**config.mk**
```make
export PLATFORM = sky130hd
export DESIGN_NAME = phy_modport_flat
export DESIGN_NICKNAME = d
export VERILOG_FILES = /design/src/rtl/phy_modport_if.sv /design/src/rtl/phy_modport.sv /design/src/flat_wrapper.sv
export SDC_FILE = /design/constraint.sdc
export NUM_CORES = 1
export LEC_CHECK = 0
export BUFFER_PORTS_ARGS = -buffer_cell sky130_fd_sc_hd__buf_2
export CAP_MARGIN = 20
export CORE_UTILIZATION = 44
export CTS_CLUSTER_DIAMETER = 40
export CTS_CLUSTER_SIZE = 14
export DETAILED_ROUTE_END_ITERATION = 7
export PLACE_DENSITY = 0.67
export REMOVE_ABC_BUFFERS = 1
export SYNTH_ARGS = -nofsm -noshare
export SYNTH_HDL_FRONTEND = slang
export SYNTH_SLANG_ARGS = --single-unit
```
**constraint.sdc**
```tcl
create_clock -name eth_mac_clock -period 5.4 [get_ports eth_mac_clock]
set_input_delay 0.54 -clock eth_mac_clock [delete_from_list [all_inputs] [get_ports eth_mac_clock]]
set_output_delay 0.54 -clock eth_mac_clock [all_outputs]
set_load 0.03 [all_outputs]
```
**src/rtl/phy_modport_if.sv**
```systemverilog
// MAC-side bundle of the MII nibble adapter: RX show-ahead pop port,
// TX push port and the FIFO status flags.
interface phy_modport_if;
  logic       rx_pop;
  logic       rx_out_valid;
  logic [3:0] rx_out_nibble;
  logic       rx_empty;
  logic       rx_full;
  logic       tx_push;
  logic       tx_in_valid;
  logic [3:0] tx_in_nibble;
  logic       tx_full;
  logic       tx_empty;

  modport master (
    output rx_pop,
    input  rx_out_valid,
    input  rx_out_nibble,
    input  rx_empty,
    input  rx_full,
    output tx_push,
    output tx_in_valid,
    output tx_in_nibble,
    input  tx_full,
    input  tx_empty
  );

  modport slave (
    input  rx_pop,
    output rx_out_valid,
    output rx_out_nibble,
    output rx_empty,
    output rx_full,
    input  tx_push,
    input  tx_in_valid,
    input  tx_in_nibble,
    output tx_full,
    output tx_empty
  );
endinterface

```
**src/rtl/phy_modport.sv**
```systemverilog
// MII nibble adapter: RX FIFO (show-ahead) and TX FIFO drained onto MII.
// Optional PHY_MODPORT_OVERFLOW_EN adds sticky rx/tx overflow flags.
module phy_modport #(
  parameter int FIFO_DEPTH = 8
) (
  input  logic       eth_mac_clock,
  input  logic       eth_mac_rst,
  input  logic [3:0] eth_mii_rxd,
  input  logic       eth_mii_rx_dv,
  output logic [3:0] eth_mii_txd,
  output logic       eth_mii_tx_en,
  phy_modport_if.slave mac
`ifdef PHY_MODPORT_OVERFLOW_EN
  ,
  output logic       rx_overflow,
  output logic       tx_overflow
`endif
);

  localparam int AW = $clog2(FIFO_DEPTH);

  logic [4:0]    rx_mem [FIFO_DEPTH];
  logic [4:0]    tx_mem [FIFO_DEPTH];
  logic [AW-1:0] rx_rd, rx_wr;
  logic [AW-1:0] tx_rd, tx_wr;

  logic rx_empty_w, rx_full_w;
  logic tx_empty_w, tx_full_w;
  logic rx_push_ok, rx_pop_ok;
  logic tx_push_ok;

  assign rx_empty_w = (rx_rd == rx_wr);
  assign rx_full_w  = ((rx_wr + AW'(1)) == rx_rd);
  assign tx_empty_w = (tx_rd == tx_wr);
  assign tx_full_w  = ((tx_wr + AW'(1)) == tx_rd);

  assign rx_push_ok = eth_mii_rx_dv & ~rx_full_w;
  assign rx_pop_ok  = mac.rx_pop & ~rx_empty_w;
  assign tx_push_ok = mac.tx_push & ~tx_full_w;

  assign mac.rx_empty      = rx_empty_w;
  assign mac.rx_full       = rx_full_w;
  assign mac.tx_empty      = tx_empty_w;
  assign mac.tx_full       = tx_full_w;
  assign mac.rx_out_valid  = ~rx_empty_w & rx_mem[rx_rd][4];
  assign mac.rx_out_nibble = rx_empty_w ? 4'h0 : rx_mem[rx_rd][3:0];

  // Storage needs no reset; pointers alone define what is live.
  always_ff @(posedge eth_mac_clock) begin
    if (rx_push_ok) rx_mem[rx_wr] <= {1'b1, eth_mii_rxd};
    if (tx_push_ok) tx_mem[tx_wr] <= {mac.tx_in_valid, mac.tx_in_nibble};
  end

  always_ff @(posedge eth_mac_clock) begin
    if (eth_mac_rst) begin
      rx_rd         <= '0;
      rx_wr         <= '0;
      tx_rd         <= '0;
      tx_wr         <= '0;
      eth_mii_txd   <= 4'h0;
      eth_mii_tx_en <= 1'b0;
    end else begin
      if (rx_push_ok) rx_wr <= rx_wr + AW'(1);
      if (rx_pop_ok)  rx_rd <= rx_rd + AW'(1);
      if (tx_push_ok) tx_wr <= tx_wr + AW'(1);
      if (!tx_empty_w) begin
        eth_mii_txd   <= tx_mem[tx_rd][3:0];
        eth_mii_tx_en <= tx_mem[tx_rd][4];
        tx_rd         <= tx_rd + AW'(1);
      end else begin
        eth_mii_txd   <= 4'h0;
        eth_mii_tx_en <= 1'b0;
      end
    end
  end

`ifdef PHY_MODPORT_OVERFLOW_EN
  always_ff @(posedge eth_mac_clock) begin
    if (eth_mac_rst) begin
      rx_overflow <= 1'b0;
      tx_overflow <= 1'b0;
    end else begin
      if (eth_mii_rx_dv & rx_full_w) rx_overflow <= 1'b1;
      if (mac.tx_push & tx_full_w)   tx_overflow <= 1'b1;
    end
  end
`endif

endmodule

```
**src/flat_wrapper.sv**
```systemverilog
// flat-port wrapper written by rule: the top's interface ports become plain ports
module phy_modport_flat 
#(
  parameter int FIFO_DEPTH = 8
)
  (eth_mac_clock, eth_mac_rst, eth_mii_rxd, eth_mii_rx_dv, eth_mii_txd, eth_mii_tx_en, mac_rx_pop, mac_rx_out_valid, mac_rx_out_nibble, mac_rx_empty, mac_rx_full, mac_tx_push, mac_tx_in_valid, mac_tx_in_nibble, mac_tx_full, mac_tx_empty);
  phy_modport_if mac_i ();
  input  logic eth_mac_clock;
  input  logic eth_mac_rst;
  input  logic [3:0] eth_mii_rxd;
  input  logic eth_mii_rx_dv;
  output logic [3:0] eth_mii_txd;
  output logic eth_mii_tx_en;
  input wire logic [$bits(mac_i.rx_pop)-1:0] mac_rx_pop;
  output wire logic [$bits(mac_i.rx_out_valid)-1:0] mac_rx_out_valid;
  output wire logic [$bits(mac_i.rx_out_nibble)-1:0] mac_rx_out_nibble;
  output wire logic [$bits(mac_i.rx_empty)-1:0] mac_rx_empty;
  output wire logic [$bits(mac_i.rx_full)-1:0] mac_rx_full;
  input wire logic [$bits(mac_i.tx_push)-1:0] mac_tx_push;
  input wire logic [$bits(mac_i.tx_in_valid)-1:0] mac_tx_in_valid;
  input wire logic [$bits(mac_i.tx_in_nibble)-1:0] mac_tx_in_nibble;
  output wire logic [$bits(mac_i.tx_full)-1:0] mac_tx_full;
  output wire logic [$bits(mac_i.tx_empty)-1:0] mac_tx_empty;
  assign mac_i.rx_pop = mac_rx_pop;
  assign mac_rx_out_valid = mac_i.rx_out_valid;
  assign mac_rx_out_nibble = mac_i.rx_out_nibble;
  assign mac_rx_empty = mac_i.rx_empty;
  assign mac_rx_full = mac_i.rx_full;
  assign mac_i.tx_push = mac_tx_push;
  assign mac_i.tx_in_valid = mac_tx_in_valid;
  assign mac_i.tx_in_nibble = mac_tx_in_nibble;
  assign mac_tx_full = mac_i.tx_full;
  assign mac_tx_empty = mac_i.tx_empty;
  phy_modport #(.FIFO_DEPTH(FIFO_DEPTH)) u_core (.eth_mac_clock(eth_mac_clock), .eth_mac_rst(eth_mac_rst), .eth_mii_rxd(eth_mii_rxd), .eth_mii_rx_dv(eth_mii_rx_dv), .eth_mii_txd(eth_mii_txd), .eth_mii_tx_en(eth_mii_tx_en), .mac(mac_i));
endmodule
```
# ---- Yosys cells after proc, flatten, opt, wreduce, memory -nomap -nowiden
# Memories as Yosys holds them, arrays and structs flattened. A register that Yosys moved wholly into a read port is not among the register bits.
# Cells that the tools add are included.
dict set report word_totals {
  register_bits 12
  ramBits 72
  in_bits 14
  out_inout_bits 14
  mem_count 2
}
dict set report classes {
  addsub 4
  n_eq_ne 4
  n_mux 7
  n_bitwise 7
  reduce_logical 1
}
# memory depth word_bits rd rd_ports_with_merged_regs write_ports line_no
set memory_table {}
lappend memory_table {u_core.tx_mem 8 5 1 1 1 phy_modport.sv:23} ;# logic [4:0] tx_mem [FIFO_DEPTH];
lappend memory_table {u_core.rx_mem 8 4 1 1 1 phy_modport.sv:22} ;# logic [4:0] rx_mem [FIFO_DEPTH];
# op n
set op_table {}
lappend op_table {{$add A3 B1 Y3 const B} 4}
lappend op_table {{$eq A3 B3 Y1} 4}
lappend op_table {{$mux W3} 2}
lappend op_table {{$mux W1} 4}
lappend op_table {{$mux W4} 1}
lappend op_table {{$and A1 B1 Y1} 3}
lappend op_table {{$not A1 Y1} 3}
lappend op_table {{$reduce_or A2 Y1} 1}
lappend op_table {{$and A1 B1 Y1 const B} 1}

# ---- Depth between registers and ports, before layout
dict set report depth {
  word_depth 6
  depth_mapped 5
  ltp_nobuf 4
}

# ---- Worst setup path after synthesis
# OpenSTA, ideal clock, no wires.
dict set report synth_path {
  path_kind {register to register}
  startpoint {reg u_core.tx_wr[2]}
  endpoint {mem u_core.tx_mem[0][0], enable pin}
  setup_time_ns 0.329
  t_arrival_ns 2.017
  required_ns 5.071
  path_slack_ns 3.054
  path_stages_with_launch 5
  synth_period_minus_slack_ns 2.346
  cell_sequence {dfxtp_1 > buf_6 > xor3_2 > nor3_1 > nor3_1}
}
dict set report synth_via {
  elab_chain_len 6
}
# item line_no
set synth_rtl {}
lappend synth_rtl {{from (decl)} phy_modport.sv:25} ;# logic [AW-1:0] tx_rd, tx_wr;
lappend synth_rtl {{from (signal assigned)} phy_modport.sv:65} ;# if (tx_push_ok) tx_wr <= tx_wr + AW'(1);
lappend synth_rtl {{$add A3 B1 Y3} phy_modport.sv:35} ;# assign tx_full_w = ((tx_wr + AW'(1)) == tx_rd);
lappend synth_rtl {{$eq A3 B3 Y1} phy_modport.sv:35}
lappend synth_rtl {{via mac_tx_full} flat_wrapper.sv:22} ;# output wire logic [$bits(mac_i.tx_full)-1:0] mac_tx_full;
lappend synth_rtl {{$not A1 Y1} phy_modport.sv:39} ;# assign tx_push_ok = mac.tx_push & ~tx_full_w;
lappend synth_rtl {{$and A1 B1 Y1} phy_modport.sv:39}
lappend synth_rtl {{$mux W1} phy_modport.sv:51} ;# if (tx_push_ok) tx_mem[tx_wr] <= {mac.tx_in_valid, mac.tx_in_nibble};
lappend synth_rtl {{$mux W1 (not written as such)} phy_modport.sv:51}
lappend synth_rtl {{to (decl)} phy_modport.sv:23}
# The timed path passes the listed nets, and every way through them passes these cells.

# ---- Final worst setup path
dict set report layout_path {
  startpoint {reg u_core.tx_rd[0]}
  endpoint {out mac_tx_full}
}
dict set report layout_via {
  elab_chain_len 1
}
# item line_no
set layout_rtl {}
lappend layout_rtl {{from (decl)} phy_modport.sv:25}
lappend layout_rtl {{from (signal assigned)} phy_modport.sv:69} ;# tx_rd <= tx_rd + AW'(1);
lappend layout_rtl {{$eq A3 B3 Y1} phy_modport.sv:35}
lappend layout_rtl {{to (decl)} flat_wrapper.sv:22}
# No other way between the ends.

==> reports/results.tsv <==
metric	value	unit
avgSynthCellArea	15.27	um2
critPathLaunchType	flop	
ant_nets	0	
status	finished clean	
synthFlopType	edfxtp_1	
synth_adder_area_share	0.01256	
cts.htree.levels	3	
netlist_area	0.003985	mm2
cts.path.max_buffers	2	
period_needed	3.028	ns
critPathMaxFanout	15	
postCtsHoldBufs	0	
die_area	0.009442	mm2
synth_edf_count	72	
setup_viol	0	
die_width	97.17	um
synth_area_leaders	edfxtp_1, mux4_2, dfxtp_1	
drv_slew	0	
clk-insertion-delay-late	0.35	ns
core-area	0.008763	mm2
drt-total-wl	6907	um
power-per-cell-area	501.5	mW/mm2
tns	0	ns
synth_mux_area_frac	0.1378	
final_cells	393	
hpwl	4752	um
yosys.area_share.xor_xnor	0.03203	
grt_pass1_vias	2091	
antennaDiodeCount	0	
worstPathArrival	2.49	ns
post_cts_resized	0	
vias	2169	
io_buffers	27	
crit_required	4.86	ns
critPathMaxStageDelay	0.89	ns
drv_cap	0	
holdCritPathClass	input port to flop	
grt_max_degree	20	
start_util	0.4547	
rsz0062_at_grt	no	
globalplace.congestion	0.7714	
synth_top_family_by_area	multiplexers	
dp_slack	2.661	ns
final-hold-violation-count	0	
crit_chain	xnor2_1 > nor3_1 > buf_2	
grt_remaining_overflow	0	
fp.dieH	97.17	um
max_slew_margin	0.3161	
rows	34	
synthSimpleGateAreaFrac	0.1064	
seq_area_frac_synth	0.6430	
remaining_drc_errors	0	
setup_ws	2.372	ns
synthArstFlopShare	0	
grt_pass1_wl	11010	um
dp_cells	377	
tritoncts	built	
drt_iter0_drc	121	
dr.pass1.iters	4	
synth.ff_latch_count	92	
synth_warnings	0	
cts_sinks	92	
leakagePower	1.445	nW
num_io_pins	28	
finClkSkew	0.009895	ns
wl_per_cell	17.58	um
clock.fmax	330.2	MHz
synth_compound_area_frac	0.03705	
numCtsBuffers	9	
area_growth	9.199	%
cp-end-kind	output pin	
synth_top_cell_by_area	edfxtp_1	
layout-drive-gt1-share	0.2316	
antenna_found_initial	0	
clk_pin_slew_worst_paths	0.10	ns
root_buffer	clkbuf_8	
ir_drop	0.0002316	V
worst_pin_slew	1.016	ns
critPathSlowestCell	dfxtp_1	
grt_use_total	0.1541	
timing.final.crit_share	0.5608	
cts_setup_buffers	0	
netlist.area_leader.share	0.5425	
path_class	flop to output pin	
final_nets	298	
ys_types	41	
vias_per_cell	5.519	
netlist_instances	261	
## final timing paths
check | startpoint | end | slack [ns] | depth (start not counted)
setup / recovery | u_core.tx_rd[0]$_SDFFE_PP0N_ | mac_tx_full | 2.37 | 3
hold / removal | mac_tx_in_valid | u_core.tx_mem[4][4]$_DFFE_PP_ | 0.46 | 1
setup reg to reg | u_core.tx_wr[0]$_SDFFE_PP0P_ | u_core.tx_mem[2][3]$_DFFE_PP_ | 2.64 | 4
hold reg to reg | u_core.rx_rd[1]$_SDFFE_PP0P_ | u_core.rx_rd[1]$_SDFFE_PP0P_ | 0.57 | 2
## kinds of logic after synthesis
logic type,count (synthesis)
and+or+nand+nor,77
DFF,92
buffers and inverters,25
xor gates and xnor gates,11
AOI/OAI and AO/OA,20
adders and majority gates,4
muxes,32
## Yosys cell counts (all sizes together), types with 2 or more instances
cell type   n
mux2        3
xor2        5
xnor2       4
mux2i      11
ha          4
xor3        2
nor4        6
buf        15
nor2b       2
nand2b      5
inv         5
dfxtp      20
clkbuf      4
edfxtp     72
or4         6
nand3       2
nand3b      5
a311o       2
nand2      14
o31ai       5
a31oi       4
and3b       2
o21ai       4
nor3       12
nand4       4
o2111ai     2
nor2       14
nor3b       2
mux4       18
## registers in the layout, indices dropped and copies added (netlist names), named ones only
signal                cells
u_core.tx_wr              3
u_core.rx_rd              3
u_core.eth_mii_tx_en      1
u_core.tx_rd              3
u_core.rx_wr              3
u_core.eth_mii_txd        4
u_core.rx_mem            32
u_core.tx_mem            40
## cell usage in the layout, fill, tap and decap left out, drive strengths merged, types with 3 or more instances in the layout
| cell | instances |
|---|---|
| edfxtp | 72 |
| buf | 27 |
| dfxtp | 20 |
| mux4 | 18 |
| nor2 | 14 |
| nand2 | 14 |
| nor3 | 12 |
| mux2i | 11 |
| clkbuf | 9 |
| inv | 7 |
| nor4 | 6 |
| or4 | 6 |
| xor2 | 5 |
| o31ai | 5 |
| nand3b | 5 |
| nand2b | 5 |
| xnor2 | 4 |
| o21ai | 4 |
| nand4 | 4 |
| ha | 4 |
| a31oi | 4 |
| clkinv | 4 |
| mux2 | 3 |
## metrics by stage
step / hold slack [ns] / total power [mW] / util / cell area, um2
finish: 0.4571 / 2.182 / 0.4966 / 4352
global route: 0.4630 / 2.300 / 0.4966 / 4352
CTS: 0.4404 / 2.202 / 0.4966 / 4352
detailed placement: 0.5724 / 1.743 / 0.4740 / 4154
global placement: 0.5649 / 1.725 / 0.4740 / 4154
floorplan: 0.5090 / 1.533 / - / 3884
## worst max-delay path, delay by kind of cell (launching register included)
| kind | cells | cell delay [ns] |
|---|---|---|
| XOR/XNOR | 1 | 0.34 |
| buffers and inverters | 1 | 0.31 |
| flip-flops | 1 | 0.89 |
| AND/OR/NAND/NOR | 1 | 0.59 |
## area by class of cell
| type | instances | area (um2) |
|---|---|---|
| Inverter | 6 | 22.52 |
| Tap cell | 108 | 135.1 |
| Sequential cell | 92 | 2562 |
| Fill cell | 740 | 4412 |
| Clock inverter | 7 | 73.82 |
| Timing Repair Buffer | 27 | 135.1 |
| Multi-Input combinational cell | 144 | 1299 |
| Clock buffer | 9 | 123.9 |
## power by group
part	internal, mW	total [mW]	switching, mW
registers	0.870	0.980	0.111
logic	0.283	0.740	0.457
clock network	0.216	0.462	0.245
## layer usage
metal / share of wire / GRT usage
met2: 0.47 / 0.2351
met3: 0.024 / 0.03381
met1: 0.50 / 0.2181
met5: 0 / 0
met4: 0.011 / 0.05626
Note: power is estimated with default switching activity, not from simulation.
